<file path="config.mk">
export PLATFORM = sky130hd
export DESIGN_NAME = silu_stream_ctrl_flat
export DESIGN_NICKNAME = d
export VERILOG_FILES = /design/src/rtl/silu_stream_ctrl_pkg.sv /design/src/rtl/silu_stream_ctrl_if.sv /design/src/rtl/silu_ofifo.sv /design/src/rtl/silu_stream_ctrl.sv /design/src/flat_wrapper.sv
export SDC_FILE = /design/constraint.sdc
export NUM_CORES = 1
export LEC_CHECK = 0
export ABC_AREA = 1
export CAP_MARGIN = 20
export CORE_MARGIN = 10
export CORE_UTILIZATION = 38
export DETAILED_ROUTE_END_ITERATION = 6
export GPL_ROUTABILITY_DRIVEN = 0
export PLACE_DENSITY_LB_ADDON = 0.2
export SETUP_SLACK_MARGIN = 0.5
export SKIP_CTS_REPAIR_TIMING = 1
export SLEW_MARGIN = 20
export SYNTH_ARGS = -nofsm -noshare
export SYNTH_HDL_FRONTEND = slang
export SYNTH_SLANG_ARGS = --single-unit
</file>
<file path="constraint.sdc">
create_clock -name clk -period 1.9 [get_ports clk]
set_input_delay 0.38 -clock clk [delete_from_list [all_inputs] [get_ports clk]]
set_output_delay 0.38 -clock clk [all_outputs]
set_load 0.03 [all_outputs]
</file>
<file path="src/rtl/silu_stream_ctrl_pkg.sv">
// Shared definitions for the SiLU streaming controller: FSM states and sizing constants.
package silu_stream_ctrl_pkg;

  // Q8.8 activation word width
  localparam int Q_W = 16;

  // Default output FIFO depth (power of two, at least 4)
  localparam int DEPTH_DEF = 4;

  typedef enum logic [1:0] {
    IDLE  = 2'd0,
    RUN   = 2'd1,
    DRAIN = 2'd2,
    DONE  = 2'd3
  } state_t;

endpackage

</file>
<file path="src/rtl/silu_stream_ctrl_if.sv">
// Command, SRAM read, SiLU operand/result and output stream signals of the controller.
interface silu_stream_ctrl_if
  import silu_stream_ctrl_pkg::*;
#(
  parameter int AW = 12
) ();

  logic           start;
  logic [AW-1:0]  src_base;
  logic [AW:0]    len;
  logic           busy;
  logic           done;
  logic           rd_en;
  logic [AW-1:0]  rd_addr;
  logic [Q_W-1:0] rd_data;
  logic [Q_W-1:0] silu_x;
  logic [Q_W-1:0] silu_y;
  logic           m_valid;
  logic           m_ready;
  logic [Q_W-1:0] m_data;
  logic           m_last;

  // Controller side
  modport slave (
    input  start, src_base, len, rd_data, silu_y, m_ready,
    output busy, done, rd_en, rd_addr, silu_x, m_valid, m_data, m_last
  );

  // Environment side: command source, SRAM, SiLU unit and stream sink
  modport master (
    output start, src_base, len, rd_data, silu_y, m_ready,
    input  busy, done, rd_en, rd_addr, silu_x, m_valid, m_data, m_last
  );

endinterface

</file>
<file path="src/rtl/silu_ofifo.sv">
// Synchronous first-word-fall-through FIFO holding SiLU results awaiting the output stream.
module silu_ofifo
  import silu_stream_ctrl_pkg::*;
#(
  parameter int DEPTH = DEPTH_DEF,
  parameter int W     = Q_W
) (
  input  logic                     clk,
  input  logic                     rst,
  input  logic                     push,
  input  logic [W-1:0]             din,
  input  logic                     pop,
  output logic [W-1:0]             dout,
  output logic                     full,
  output logic                     empty,
  output logic [$clog2(DEPTH):0]   count
);

  localparam int PW = $clog2(DEPTH);

  logic [W-1:0]  mem [DEPTH];
  logic [PW-1:0] wr_ptr_reg;
  logic [PW-1:0] rd_ptr_reg;
  logic [PW:0]   count_reg;
  logic          pop_ok;

  assign pop_ok = pop && !empty;
  assign dout   = mem[rd_ptr_reg];
  assign full   = (count_reg == (PW+1)'(DEPTH));
  assign empty  = (count_reg == '0);
  assign count  = count_reg;

  // Storage write; contents need no reset since count gates visibility
  always_ff @(posedge clk) begin
    if (push) begin
      mem[wr_ptr_reg] <= din;
    end
  end

  // Pointer and occupancy bookkeeping; pointers wrap naturally at power-of-two depth
  always_ff @(posedge clk) begin
    if (!rst) begin
      wr_ptr_reg <= '0;
      rd_ptr_reg <= '0;
      count_reg  <= '0;
    end else begin
      if (push) begin
        wr_ptr_reg <= wr_ptr_reg + 1'b1;
      end
      if (pop_ok) begin
        rd_ptr_reg <= rd_ptr_reg + 1'b1;
      end
      count_reg <= count_reg + (PW+1)'(push) - (PW+1)'(pop_ok);
    end
  end

endmodule

</file>
<file path="src/rtl/silu_stream_ctrl.sv">
// Streams len Q8.8 words from SRAM through an external PWL SiLU unit into a valid/ready output,
// bounding outstanding reads by the output FIFO depth so the FIFO can never overflow.
module silu_stream_ctrl
  import silu_stream_ctrl_pkg::*;
#(
  parameter int AW    = 12,
  parameter int DEPTH = DEPTH_DEF
) (
  input logic               clk,
  input logic               rst,
  silu_stream_ctrl_if.slave bus
);

  localparam int PW = $clog2(DEPTH);
  localparam int CW = PW + 2;

  state_t         state_reg;
  logic [AW-1:0]  base_reg;
  logic [AW:0]    len_reg;
  logic [AW:0]    issued_reg;
  logic [AW:0]    out_cnt_reg;
  logic           v1_reg;
  logic           v2_reg;

  logic [PW:0]    fifo_count;
  logic           fifo_full;
  logic           fifo_empty;
  logic           fifo_push;
  logic [Q_W-1:0] fifo_dout;
  logic [CW-1:0]  credits;
  logic           hs;
  logic           last_issue;
  logic           drained;

  // Credits: reads still in the two-stage pipe plus words already waiting in the FIFO
  assign credits     = CW'(v1_reg) + CW'(v2_reg) + CW'(fifo_count);
  assign hs          = bus.m_valid && bus.m_ready;
  assign fifo_push   = v2_reg && !fifo_full;

  assign bus.rd_en   = (state_reg == RUN) && (issued_reg < len_reg) && (credits < CW'(DEPTH));
  assign bus.rd_addr = base_reg + issued_reg[AW-1:0];
  assign bus.silu_x  = bus.rd_data;
  assign bus.busy    = (state_reg != IDLE);
  assign bus.done    = (state_reg == DONE);
  assign bus.m_valid = !fifo_empty;
  assign bus.m_data  = bus.m_valid ? fifo_dout : '0;
  assign bus.m_last  = bus.m_valid && (out_cnt_reg == len_reg - (AW+1)'(1));

  assign last_issue  = bus.rd_en && (issued_reg == len_reg - (AW+1)'(1));
  // Nothing in flight and the FIFO empties this cycle: credits will be zero next cycle
  assign drained     = !v1_reg && !v2_reg && (fifo_count == (PW+1)'(hs));

  // Control FSM with job registers and the issue/output element counters
  always_ff @(posedge clk) begin
    if (!rst) begin
      state_reg   <= IDLE;
      base_reg    <= '0;
      len_reg     <= '0;
      issued_reg  <= '0;
      out_cnt_reg <= '0;
    end else begin
      if (bus.rd_en) begin
        issued_reg <= issued_reg + 1'b1;
      end
      if (hs) begin
        out_cnt_reg <= out_cnt_reg + 1'b1;
      end
      case (state_reg)
        IDLE: begin
          if (bus.start) begin
            base_reg    <= bus.src_base;
            len_reg     <= bus.len;
            issued_reg  <= '0;
            out_cnt_reg <= '0;
            state_reg   <= (bus.len == '0) ? DONE : RUN;
          end
        end
        RUN: begin
          if (last_issue) begin
            state_reg <= DRAIN;
          end
        end
        DRAIN: begin
          if (drained) begin
            state_reg <= DONE;
          end
        end
        DONE: begin
          state_reg <= IDLE;
        end
        default: begin
          state_reg <= IDLE;
        end
      endcase
    end
  end

  // Valid pipe tracking SRAM latency (v1) and SiLU latency (v2); cleared so stale silu_y is ignored
  always_ff @(posedge clk) begin
    if (!rst) begin
      v1_reg <= 1'b0;
      v2_reg <= 1'b0;
    end else begin
      v1_reg <= bus.rd_en;
      v2_reg <= v1_reg;
    end
  end

  silu_ofifo #(
    .DEPTH (DEPTH),
    .W     (Q_W)
  ) u_ofifo (
    .clk   (clk),
    .rst   (rst),
    .push  (fifo_push),
    .din   (bus.silu_y),
    .pop   (hs),
    .dout  (fifo_dout),
    .full  (fifo_full),
    .empty (fifo_empty),
    .count (fifo_count)
  );

endmodule

</file>
<file path="src/flat_wrapper.sv">
// flat-port wrapper written by rule: the top's interface ports become plain ports
module silu_stream_ctrl_flat import silu_stream_ctrl_pkg::*;
#(
  parameter int AW    = 12,
  parameter int DEPTH = DEPTH_DEF
)
  (clk, rst, bus_start, bus_src_base, bus_len, bus_rd_data, bus_silu_y, bus_m_ready, bus_busy, bus_done, bus_rd_en, bus_rd_addr, bus_silu_x, bus_m_valid, bus_m_data, bus_m_last);
  silu_stream_ctrl_if #(.AW(AW)) bus_i ();
  input logic clk;
  input logic rst;
  input wire logic [$bits(bus_i.start)-1:0] bus_start;
  input wire logic [$bits(bus_i.src_base)-1:0] bus_src_base;
  input wire logic [$bits(bus_i.len)-1:0] bus_len;
  input wire logic [$bits(bus_i.rd_data)-1:0] bus_rd_data;
  input wire logic [$bits(bus_i.silu_y)-1:0] bus_silu_y;
  input wire logic [$bits(bus_i.m_ready)-1:0] bus_m_ready;
  output wire logic [$bits(bus_i.busy)-1:0] bus_busy;
  output wire logic [$bits(bus_i.done)-1:0] bus_done;
  output wire logic [$bits(bus_i.rd_en)-1:0] bus_rd_en;
  output wire logic [$bits(bus_i.rd_addr)-1:0] bus_rd_addr;
  output wire logic [$bits(bus_i.silu_x)-1:0] bus_silu_x;
  output wire logic [$bits(bus_i.m_valid)-1:0] bus_m_valid;
  output wire logic [$bits(bus_i.m_data)-1:0] bus_m_data;
  output wire logic [$bits(bus_i.m_last)-1:0] bus_m_last;
  assign bus_i.start = bus_start;
  assign bus_i.src_base = bus_src_base;
  assign bus_i.len = bus_len;
  assign bus_i.rd_data = bus_rd_data;
  assign bus_i.silu_y = bus_silu_y;
  assign bus_i.m_ready = bus_m_ready;
  assign bus_busy = bus_i.busy;
  assign bus_done = bus_i.done;
  assign bus_rd_en = bus_i.rd_en;
  assign bus_rd_addr = bus_i.rd_addr;
  assign bus_silu_x = bus_i.silu_x;
  assign bus_m_valid = bus_i.m_valid;
  assign bus_m_data = bus_i.m_data;
  assign bus_m_last = bus_i.m_last;
  silu_stream_ctrl #(.AW(AW), .DEPTH(DEPTH)) u_core (.clk(clk), .rst(rst), .bus(bus_i));
endmodule
</file>
## After elaboration in Yosys (flattened, before gate mapping)

Memory sizes are Yosys's and may differ from the RTL's. A register that Yosys moved wholly into a read port is not among the register bits.
Index checks and enable logic that the tools add are counted.
Widths: inputs -> output; s select.

- Register bits after elaboration: 62
- Output and inout bits: 49
- Memories: 1
- Logic and storage cells: 68
- Bits in writable memories: 64
- Input port bits: 61

- $lt $le $gt $ge: 2
- Add/subtract/negate cells: 10
- Mux-type cells: 16
- Reduce and logical (&&, ||, !) cells: 19
- Eq/ne operators: 10

Memories:

| memory | depth | bits a word | rd ports | clocked after Yosys merged registers in | wr ports | RTL line | text |
|---|---|---|---|---|---|---|---|
| u_core.u_ofifo.mem | 4 | 16 | 1 | 1 | 1 | silu_ofifo.sv:21 | `logic [W-1:0] mem [DEPTH];` |

Operators with widths:

| operator | number |
|---|---|
| $mux 13 | 6 |
| $add 13x1->13 const B | 2 |
| $eq 13x13->1 | 2 |
| $mux 16 | 1 |
| $logic_not 13->1 | 1 |
| $lt 13x13->1 | 1 |
| $sub 13x1->13 const B | 1 |
| $add 12x12->12 | 1 |
| $mux 2 | 6 |
| $logic_and 1x1->1 | 9 |
| $pmux 2 s4 | 1 |
| $add 2x1->2 const B | 2 |
| $add 4x3->4 | 1 |
| $eq 2x2->1 const B | 2 |
| $logic_not 1->1 | 4 |
| $lt 4x3->1 const B | 1 |
| $ne 2x1->1 const B | 2 |
| $add 3x1->3 | 1 |
| $eq 3x1->1 | 1 |
| $eq 3x3->1 const B | 1 |
| $logic_not 3->1 | 1 |
| $reduce_and 3->1 | 1 |
| $sub 3x1->3 | 1 |
| $add 1x1->2 | 1 |
| other kinds (6) | 7 |

## Longest topological paths before layout

- Depth in word-level cells: 7
- Gate-level depth with buffers: 17
- Gate-level depth less buffers: 17

## Hierarchy

A second synthesis with hierarchy kept.

- Cells, all modules: 859
- Area, all modules: 7065.5 sq um

Modules (own cells, without submodules):

| module | cells an instance | sequential area each (sq um) | instances | area each (sq um) |
|---|---|---|---|---|
| silu_stream_ctrl | 644 | 1101.1 | 1 | 4251.6 |
| silu_ofifo | 215 | 2102.0 | 1 | 2813.9 |

## Least setup slack after synthesis

OpenSTA, ideal clock, no wires.

- Kind: reg-to-output
- From: reg u_core.issued_reg[4]
- To: out bus_rd_addr[11]
- Slack: -0.461 ns
- Path buffers: 0
- Stages on the path, launching flop included: 10
- Data required time: 1.520 ns
- Arrival: 1.981 ns
- Cells stage by stage: dfxtp_1 > ha_1 > a21oi_1 > o21ai_0 > a21oi_1 > o21ai_0 > a21oi_1 > nor2_1 > nor2_1 > xor2_1

- Word-level cells in the longest chain between the ends: 1

Ends and longest elaborated chain:

| what | RTL line | text |
|---|---|---|
| from (decl) | silu_stream_ctrl.sv:20 | `logic [AW:0] issued_reg;` |
| from (signal assigned) | silu_stream_ctrl.sv:63 | `issued_reg <= issued_reg + 1'b1;` |
| $add 12x12->12 | silu_stream_ctrl.sv:41 | `assign bus.rd_addr = base_reg + issued_reg[AW-1:0];` |
| to (decl) | flat_wrapper.sv:20 | `output wire logic [$bits(bus_i.rd_addr)-1:0] bus_rd_addr;` |

No other way between the ends.

## Worst setup path in the final report

- From: reg u_core.len_reg[0]
- To: out bus_m_last

- Word-level cells in the longest chain between the ends: 3

Ends and longest elaborated chain:

| what | RTL line | text |
|---|---|---|
| from (decl) | silu_stream_ctrl.sv:19 | `logic [AW:0] len_reg;` |
| from (signal assigned) | silu_stream_ctrl.sv:72 | `len_reg <= bus.len;` |
| $sub 13x1->13 | silu_stream_ctrl.sv:47 | `assign bus.m_last = bus.m_valid && (out_cnt_reg == len_reg - (AW+1)'(1));` |
| $eq 13x13->1 | silu_stream_ctrl.sv:47 |  |
| $logic_and 1x1->1 | silu_stream_ctrl.sv:47 |  |
| to (decl) | flat_wrapper.sv:24 | `output wire logic [$bits(bus_i.m_last)-1:0] bus_m_last;` |

No other way between the ends.

==> results.md <==
* Outcome: complete, but fails checks
* Failing checks: negative setup slack
* Final TNS setup at -10.15 ns
* Largest reg by FF count: u_core.u_ofifo.mem
* Core area at 17800 µm²
* Clock Latency Late Sink at 0.42 ns
* TritonCTS clock tree: built
* Clock transition at path regs at 0.07 ns
* Syn_area_per_cell at 8.33 µm²
* DP HPWL at 13400 µm
* Commonest cells post-synth: nor2_1 (148), nand2_1 (109), inv_1 (77)
* Cell count after synthesis at 824
* Share of the synthesized area in the top cell type at 28.0%
* Final wirelength at 18800 µm
* Synth warn at 0
* Row count at 49
* Slack of the critical path at -0.722 ns
* Slew Limit Headroom at 67.5%
* Max Fclk at 0.381 GHz
* Power Density at 1280 nW/µm²
* Post-route ant nets at 0
* First-pass GRT wire length at 28100 µm
* Unrepaired setup endpoints after global routing: true
* Fin. Hold Viols at 0
* Largest net degree at the start of global routing at 27
* Sink Count at 128
* Layout Skew at 0.00989 ns
* ANT cells at 0
* CP max stage cell: dfxtp_2
* Chip Width at 154 µm
* Critical path data arrival time at 2.24 ns
* Number of global-route vias before repair at 5720
* Crit. End Element: output pin
* Largest cells by area after synthesis: edfxtp_1 (28%), dfxtp_1 (19%), nor2_1 (8.1%)
* Fin crit share at 138%
* Static Leak at 0.00436 µW
* IO Port Bufs at 77
* Max reg flops at 64
* Routed WL per cell at 14.8 µm
* Post-synth EDFFs at 64
* Synthesized net count at 928
* Die Ht at 154 µm
* Most frequent CP cell: nand3_1
* Critical path class: register to output pin
* # DRC at 0
* Critical Path RT at 1.52 ns
* Async S/R FF share, synth at 0%
* Synth area leader: edfxtp_1
* Cts bufs inserted at 17
* Leading register cell type out of synthesis: edfxtp_1
* Worst slack at placement at -0.339 ns
* Final setup fails at 44
* Initial antenna violation count at 0
* Most common cell in the netlist: nor2_1
* Crit-path cells: inv_4, ha_4, xor2_1, nand3_1, nor2_1, nand3_1, a21oi_1, nand4_1, nor2_1, nand3_1, nor2_4, buf_6
* CP Max Fanout at 2
* Vias per inst at 4.78
* Root Buffer: clkbuf_16
* Min cycle time layout at 2.62 ns
* Area Overhead vs Synth at 58.2%
* Fin nets at 1138
* Die area at 23800 µm²
* Max incr delay on CP at 0.35 ns
* Overall Power at 13900 µW
* Worst slew pin tran at 0.488 ns
* Max-Cap Viols at 0
* Via count at 6097
* Starting Density at 38.5%
* GRT Util Overall at 14.6%
* HP Class: register to register
* Starting DRT DRC Count at 279
* Layout cells sized above 1 at 41.5%
* Peak VDD IR at 0.789 mV
* Register bit count reported by yosys at 128
* I/O pins at 110
* H-tree depth at 4
* Clk buf depth at 2
* DR pass1 iterations at 5
* Slew Viols, Final at 0
* Synthesized area at 6860 µm²
* Final global-route overflow total at 0
* Startpoint Class: register
* Sequential fraction of the synthesis area at 46.7%
* Post-synth cell types at 43
## worst max-delay path: cells and delay by family (launching register included)
kind	cells	cell delay [ns]
AND/OR/NAND/NOR	7	0.76
flip-flops	1	0.35
adder cells (fa/ha/maj)	1	0.26
buffers and inverters	2	0.18
XOR/XNOR	1	0.13
AO/OA/AOI/OAI	1	0.13
## cell families (layout without fill, tap and decap cells)
group | count (synthesis) | after routing | synth area share, %
and+or+nand+nor | 344 | 344 | 21.9
AOI/OAI and AO/OA | 157 | 157 | 11.9
DFF | 128 | 128 | 46.7
buffers and inverters | 124 | 347 | 7.77
adders and majority gates | 43 | 43 | 8.06
xor gates and xnor gates | 28 | 28 | 3.68
## power by group
part           switching, µW  leakage [µW]  internal, µW
sequential               303       0.00111          3220
combinational           3710       0.00294          3300
clock                   1380      0.000300          2000
## layout by cell type (no fill, tap or decap), types with 8 or more instances in the layout
| cell type | count |
|---|---|
| buf_4 | 102 |
| o21ai_2 | 9 |
| a21oi_2 | 28 |
| nand4_1 | 8 |
| xor2_1 | 15 |
| o21ai_1 | 35 |
| inv_1 | 59 |
| ha_4 | 18 |
| xor2_2 | 8 |
| inv_2 | 14 |
| a21oi_1 | 37 |
| inv_4 | 9 |
| edfxtp_1 | 64 |
| dfxtp_2 | 22 |
| dfxtp_1 | 33 |
| nand2_2 | 23 |
| nor2_2 | 13 |
| nor3_1 | 9 |
| buf_8 | 8 |
| o21ai_0 | 33 |
| nor2_1 | 123 |
| clkbuf_16 | 21 |
| nand2_1 | 86 |
| nor2_4 | 20 |
| buf_6 | 62 |
| dfxtp_4 | 9 |
| buf_12 | 9 |
| clkdlybuf4s50_1 | 44 |
| nand3_1 | 30 |
| ha_1 | 23 |
## per-stage QoR
step | utilization (%) | std cells | hold slack, ns | instance area [µm²]
2_1_floorplan | - | 824 | 0.424 | 7510
5_1_grt | 60.9 | 1276 | 0.481 | 10900
3_3_place_gp | 51.3 | 1210 | 0.432 | 9150
4_1_cts | 54.7 | 1242 | 0.449 | 9760
6_report | 60.9 | 1276 | 0.444 | 10900
3_5_place_dp | 51.3 | 1210 | 0.441 | 9150
## metal layers
layer	part of all wire [%]	vias to the layer above	GRT usage, %	routed length [µm]
li1	-	3149	-	-
met1	44	2832	17.4	8290
met2	51	99	24.7	9530
met3	4.6	17	3.97	858
met4	0.90	0	4.81	170
met5	0	-	0	0
## final timing paths
check / startpoint / endpoint / slack [ns] / depth (start not counted)
worst max-delay path: u_core.len_reg[0] / bus_m_last / -0.72 / 12
worst min-delay path: u_core.v1_reg / u_core.v2_reg / 0.44 / 2
worst max register to register: u_core.issued_reg[1] / u_core.issued_reg[11] / -0.38 / 18
worst min register to register: u_core.v1_reg / u_core.v2_reg / 0.44 / 2
## final cells by class
type / instances / area [µm²]
clock inverter: 15 / 190
fill: 1463 / 6980
multi-input combinational: 572 / 4030
clock buffer: 17 / 425
tap: 229 / 287
timing repair buffer: 229 / 2300
inverter: 86 / 364
sequential: 128 / 3260
Note: power is estimated with default switching activity, not from simulation.
